**src/rtl/trdos_pkg.sv**
```systemverilog
`default_nettype none
// ============================================================================
//  Module      : trdos_pkg
//  Description : Shared constants, NMI state type and port-match helper for
//                the TR-DOS (Beta Disk) port decoder.
//  Revision    : 1.0  initial release
// ============================================================================
package trdos_pkg;

    localparam logic [7:0]  PORT_FF            = 8'hFF;
    localparam logic [4:0]  PORT_LSB           = 5'h1F;
    localparam logic [15:0] NMI_VEC            = 16'h0066;
    localparam logic [7:0]  DEFAULT_ENTRY_PAGE = 8'h3D;

    typedef enum logic [1:0] {
        IDLE = 2'd0,
        REQ  = 2'd1,
        HOLD = 2'd2
    } nmi_state_t;

    // FDC register ports #1F/#3F/#5F/#7F: bit 7 clear, low five bits all ones.
    function automatic logic is_fdc_port(input logic [7:0] port);
        return (port[7] == 1'b0) && (port[4:0] == PORT_LSB);
    endfunction

endpackage
`default_nettype wire

```
**src/rtl/trdos_port_decoder_m1_fetch_detect.sv**
```systemverilog
`default_nettype none
// ============================================================================
//  Module      : m1_fetch_detect
//  Description : Produces a single-clock strobe at the start of each Z80
//                opcode fetch (M1 with MREQ). The strobe is re-armed only
//                when m1_n returns high, so a long M1 yields one pulse.
//  Ports       : clk, reset (sync, active-high), m1_n, mreq_n -> fetch_stb
//  Revision    : 1.0  initial release
// ============================================================================
module m1_fetch_detect (
    input  logic clk,
    input  logic reset,
    input  logic m1_n,
    input  logic mreq_n,
    output logic fetch_stb
);

    logic armed;

    always_ff @(posedge clk) begin
        if (reset) begin
            armed <= 1'b1;
        end else if (m1_n) begin
            armed <= 1'b1;
        end else if (!mreq_n) begin
            armed <= 1'b0;
        end
    end

    assign fetch_stb = armed & ~m1_n & ~mreq_n;

endmodule
`default_nettype wire

```
**src/rtl/trdos_port_decoder.sv**
```systemverilog
`default_nettype none
// ============================================================================
//  Module      : trdos_port_decoder
//  Description : Tracks TR-DOS active state from Z80 opcode fetches, drives
//                DOS ROM paging and decodes the WD1793 chip selects
//                (cs_n for #1F/#3F/#5F/#7F, csff_n for #FF).
//  Config      : TRDOS_NMI_EN - when defined, builds the magic-button NMI
//                logic (2-FF synchroniser + IDLE/REQ/HOLD FSM); otherwise
//                magic_btn is ignored and nmi_n is held at 1.
//  Ports       : clk, reset (sync, active-high), a[15:0], m1_n, mreq_n,
//                iorq_n, rd_n, wr_n, rom48_sel, dos_en, magic_btn ->
//                cs_n, csff_n, dos_active, rom_dos_sel, nmi_n
//  Revision    : 1.0  initial release
// ============================================================================
module trdos_port_decoder
    import trdos_pkg::*;
#(
    parameter bit         DOS_BOOT   = 1'b0,
    parameter logic [7:0] ENTRY_PAGE = DEFAULT_ENTRY_PAGE
) (
    input  logic        clk,
    input  logic        reset,
    input  logic [15:0] a,
    input  logic        m1_n,
    input  logic        mreq_n,
    input  logic        iorq_n,
    input  logic        rd_n,
    input  logic        wr_n,
    input  logic        rom48_sel,
    input  logic        dos_en,
    input  logic        magic_btn,
    output logic        cs_n,
    output logic        csff_n,
    output logic        dos_active,
    output logic        rom_dos_sel,
    output logic        nmi_n
);

    logic fetch_stb;
    logic entry_hit;
    logic exit_hit;
    logic nmi_entry;
    logic io_cyc;

    m1_fetch_detect u_fetch (
        .clk       (clk),
        .reset     (reset),
        .m1_n      (m1_n),
        .mreq_n    (mreq_n),
        .fetch_stb (fetch_stb)
    );

    assign entry_hit = fetch_stb & (a[15:8] == ENTRY_PAGE) & rom48_sel & dos_en;
    assign exit_hit  = fetch_stb & (a[15:14] != 2'b00);

`ifdef TRDOS_NMI_EN
    logic       btn_meta;
    logic       btn_sync;
    logic       btn_prev;
    nmi_state_t nmi_state;

    // Vector fetch while the NMI is pending is what actually enters DOS.
    assign nmi_entry = (nmi_state == REQ) & fetch_stb & (a == NMI_VEC) & dos_en;

    always_ff @(posedge clk) begin
        if (reset) begin
            btn_meta  <= 1'b0;
            btn_sync  <= 1'b0;
            btn_prev  <= 1'b0;
            nmi_state <= IDLE;
            nmi_n     <= 1'b1;
        end else begin
            btn_meta <= magic_btn;
            btn_sync <= btn_meta;
            btn_prev <= btn_sync;
            if (!dos_en) begin
                nmi_state <= IDLE;
                nmi_n     <= 1'b1;
            end else begin
                case (nmi_state)
                    IDLE: begin
                        if (btn_sync && !btn_prev) begin
                            nmi_state <= REQ;
                            nmi_n     <= 1'b0;
                        end
                    end
                    REQ: begin
                        if (nmi_entry) begin
                            nmi_state <= HOLD;
                            nmi_n     <= 1'b1;
                        end
                    end
                    HOLD: begin
                        if (!btn_sync) begin
                            nmi_state <= IDLE;
                        end
                    end
                    default: begin
                        nmi_state <= IDLE;
                        nmi_n     <= 1'b1;
                    end
                endcase
            end
        end
    end
`else
    logic unused_magic_btn;
    assign unused_magic_btn = magic_btn;
    assign nmi_entry        = 1'b0;
    assign nmi_n            = 1'b1;
`endif

    // Disable beats entry; entry beats exit (entry page lies below 4000h anyway).
    always_ff @(posedge clk) begin
        if (reset) begin
            dos_active <= DOS_BOOT;
        end else if (!dos_en) begin
            dos_active <= 1'b0;
        end else if (entry_hit || nmi_entry) begin
            dos_active <= 1'b1;
        end else if (exit_hit) begin
            dos_active <= 1'b0;
        end
    end

    // The combinational entry term lets the entry fetch itself read DOS ROM.
    assign rom_dos_sel = dos_active | entry_hit;

    // INTA (m1_n low with iorq_n low) is excluded by the m1_n term.
    assign io_cyc = ~iorq_n & m1_n & ~(rd_n & wr_n);
    assign cs_n   = ~(dos_active & io_cyc & is_fdc_port(a[7:0]));
    assign csff_n = ~(dos_active & io_cyc & (a[7:0] == PORT_FF));

endmodule
`default_nettype wire

```
**config.mk**
```make
export PLATFORM = sky130hd
export DESIGN_NAME = trdos_port_decoder
export DESIGN_NICKNAME = d
export VERILOG_FILES = /design/src/rtl/trdos_pkg.sv /design/src/rtl/trdos_port_decoder_m1_fetch_detect.sv /design/src/rtl/trdos_port_decoder.sv
export SDC_FILE = /design/constraint.sdc
export NUM_CORES = 1
export LEC_CHECK = 0
export BUFFER_PORTS_ARGS = -buffer_cell sky130_fd_sc_hd__buf_2
export CORE_AREA = 4 4 41 43
export DETAILED_ROUTE_END_ITERATION = 10
export DIE_AREA = 0 0 45 47
export PLACE_DENSITY = 0.49
export SYNTH_ARGS = -nofsm -noshare
export SYNTH_HDL_FRONTEND = slang
export SYNTH_SLANG_ARGS = --single-unit
```
**constraint.sdc**
```tcl
create_clock -name clk -period 2.7 [get_ports clk]
set_input_delay 0.135 -clock clk [delete_from_list [all_inputs] [get_ports clk]]
set_output_delay 0.135 -clock clk [all_outputs]
set_load 0.02 [all_outputs]
```
==> impl_metrics.sql <==
INSERT INTO impl_metrics (metric_group, metric, value, unit) VALUES
('floorplanning', 'die_x', '45', 'um'),
('sta', 'fin_crit_sh', '56.4', '%'),
('global_routing', 'grt_first_pass_wirelength', '903', 'um'),
('pwr', 'vdd.ir_drop.worst', '0.177', 'mV'),
('critical_path', 'critical_path_buf_inv_count', '1', ''),
('cells_and_area', 'areaGrowthSynthToFinish', '108', '%'),
('sta', 'finalSetupViolCount', '0', ''),
('critical_path', 'timing.setup.critical_path_class', 'reg2out', ''),
('synthesis', 'ys_top_cells_by_area', 'dfxtp_1 25%, nand4_1 12%, nand4b_1 11%', ''),
('drt', 'dr_total_vias', '266', ''),
('pwr', 'total_leakage_power', '0.172', 'nW'),
('synthesis', 'ys_ff_latch', '2', ''),
('critical_path', 'timing.rr.end', 'dos_active', ''),
('cells_and_area', 'design.final.nets', '76', ''),
('drt', 'antenna_viol_nets_final', '0', ''),
('synthesis', 'postSynthCellCount', '18', ''),
('clocking', 'cts_buffers', '3', ''),
('worst_hold_path', 'timing.hold.worst_path_depth', '2', ''),
('pwr', 'powerDensity', '359', 'nW/um^2'),
('critical_path', 'ff2ff_path_depth', '3', ''),
('synthesis', 'synth_area_per_cell', '8.97', 'um^2'),
('floorplanning', 'design.die.area', '2120', 'um^2'),
('sta', 'fmax', '0.657', 'GHz'),
('clocking', 'cts_tree', 'done', ''),
('run_status', 'outcome', 'complete, no violations', ''),
('synthesis', 'yosysWarningCount', '0', ''),
('clocking', 'cts-htree-levels', '1', ''),
('floorplanning', 'cell_rows', '13', ''),
('synthesis', 'netlist_area', '161', 'um^2'),
('cells_and_area', 'drive_gt1_share', '70.8', '%'),
('clocking', 'clkSlewWorstSetupHoldPaths', '0.03', 'ns'),
('placement', 'dp.cells', '60', ''),
('placement', 'place.gp.congestion', '0.604', ''),
('sta', 'final.setup_skew', '0.00234', 'ns'),
('floorplanning', 'dieHeight', '47', 'um'),
('synthesis', 'synth_cell_type_count', '14', ''),
('critical_path', 'timing.critical_path.fanout_max', '2', ''),
('synthesis', 'post_syn_nets', '44', ''),
('floorplanning', 'io_pins', '31', ''),
('sta', 'endpoints_failing_hold', '0', ''),
('sta', 'grt_setup_unrepaired', 'no', ''),
('placement', 'numPortBuffers', '28', ''),
('cells_and_area', 'antenna_cells_inserted', '0', ''),
('clocking', 'clock_tree_root_buffer_cell', 'clkbuf_4', ''),
('critical_path', 'rrSetupSlack', '1.57', 'ns'),
('job', 'max-cap-violations', '0', ''),
('drt', 'route.detailed.drc', '0', ''),
('synthesis', 'netlist.area_leader.share', '24.8', '%'),
('cells_and_area', 'post-route-util', '25.8', '%'),
('critical_path', 'delay_of_the_slowest_cell_on_the_worst_path', '0.39', 'ns'),
('critical_path', 'cp_data_arrival_time', '1.39', 'ns'),
('clocking', 'clock_tree.buffer_depth', '2', ''),
('worst_hold_path', 'holdPathEnd', 'u_fetch.armed', ''),
('global_routing', 'grtUsageTotal', '6.55', '%'),
('clocking', 'clock_latency', '0.22', 'ns'),
('critical_path', 'timing.critical_path.to_type', 'output port', ''),
('drt', 'drt-initial-drc-count', '1', ''),
('synthesis', 'synth_seq_area_share', '24.8', '%'),
('critical_path', 'timing.critical_path.max_delay_family', 'simple AND/OR/NAND/NOR gates', ''),
('drt', 'detail_route.vias_per_cell', '4.22', ''),
('worst_hold_path', 'hp-class', 'in2reg', ''),
('synthesis', 'synth_area_leader_cell', 'dfxtp_1', ''),
('cells_and_area', 'final-instance-count-excl-fill', '63', ''),
('floorplanning', 'coreArea', '1300', 'um^2'),
('clocking', 'post_cts_hold_buffer_count', '0', ''),
('critical_path', 'crit_path_start_kind', 'flop', ''),
('critical_path', 'critPathSlowestCell', 'or3b_4', ''),
('critical_path', 'path_cells', 'or3b_4, nor3_2, a21o_1, buf_2', ''),
('drt', 'detail_route.first_pass.iterations', '2', ''),
('sta', 'period_needed', '1.52', 'ns'),
('global_routing', 'gr-total-overflow', '0', '');
==> how the worst max path moves through the flow <==
stage	slack [ns]	cells past startpoint	to	from
after floorplan	1.47	3	csff_n	dos_active
after global placement	1.42	4	rom_dos_sel	u_fetch.armed
after detailed placement	1.41	4	rom_dos_sel	u_fetch.armed
after CTS	1.16	4	rom_dos_sel	u_fetch.armed
after global routing	1.08	4	rom_dos_sel	u_fetch.armed
final	1.18	4	rom_dos_sel	u_fetch.armed
==> report_power, final <==
group	internal, mW	total [mW]	leakage, nW	switching (mW)
sequential	0.0305	0.0308	0.0163	0.000310
clock	0.0490	0.0654	0.0138	0.0164
combinational	0.0156	0.0241	0.142	0.00844
==> layout by cell type (no fill, tap or decap) <==
cell type,n
conb_1,1
a211oi_1,1
nand2b_1,1
nor2_1,1
a211o_2,1
clkbuf_4,3
dfxtp_1,2
nor2b_1,1
or3b_4,1
nor3_2,1
o221a_1,1
buf_2,28
a21o_1,1
nand4b_1,2
nand4_1,3
==> metal layers <==
| metal | part of all wire [%] | global-route usage, % | up-vias |
|---|---|---|---|
| li1 | - | - | 133 |
| met1 | 33 | 4.98 | 113 |
| met2 | 48 | 10.7 | 20 |
| met3 | 19 | 6.51 | 0 |
| met4 | 0 | 3.51 | 0 |
| met5 | 0 | 0 | - |
==> stage by stage <==
step | setup WS [ns] | hold WS (ns)
after global placement | 1.42 | 0.338
after floorplan | 1.47 | 0.230
after detailed placement | 1.41 | 0.344
after CTS | 1.16 | 0.111
after global routing | 1.08 | 0.107
final | 1.18 | 0.115
==> synth_stat cells <==
library cell / number
nor2_1: 1
or3b_4: 1
o221a_1: 1
nor3_2: 1
nand2b_1: 1
nand4b_1: 2
buf_4: 1
a21o_1: 1
dfxtp_1: 2
conb_1: 1
nand4_1: 3
a211oi_1: 1
nor2b_1: 1
a211o_2: 1
==> registers in the layout, indices dropped and copies added, names as in the netlist <==
| name | cells |
|---|---|
| dos_active | 1 |
| u_fetch.armed | 1 |
==> cells by family after synthesis <==
kind of cell           share of synthesized area, %
flip-flops                                     24.8
other                                          2.32
AO/OA/AOI/OAI                                  22.5
AND/OR/NAND/NOR                                45.7
buffers and inverters                          4.65
==> worst register-to-register path: stages, from the launching register on <==
cell,delay [ns]
dfxtp_1,0.31
or3b_4,0.39
nor3_2,0.18
o221a_1,0.20
==> layout make-up <==
| class | count | area (um^2) |
|---|---|---|
| Sequential cell | 2 | 40.0 |
| Fill cell | 150 | 966 |
| Timing Repair Buffer | 28 | 140 |
| Clock buffer | 3 | 22.5 |
| Multi-Input combinational cell | 15 | 114 |
| Tap cell | 15 | 18.8 |
Power figures use the tool's default switching activity.
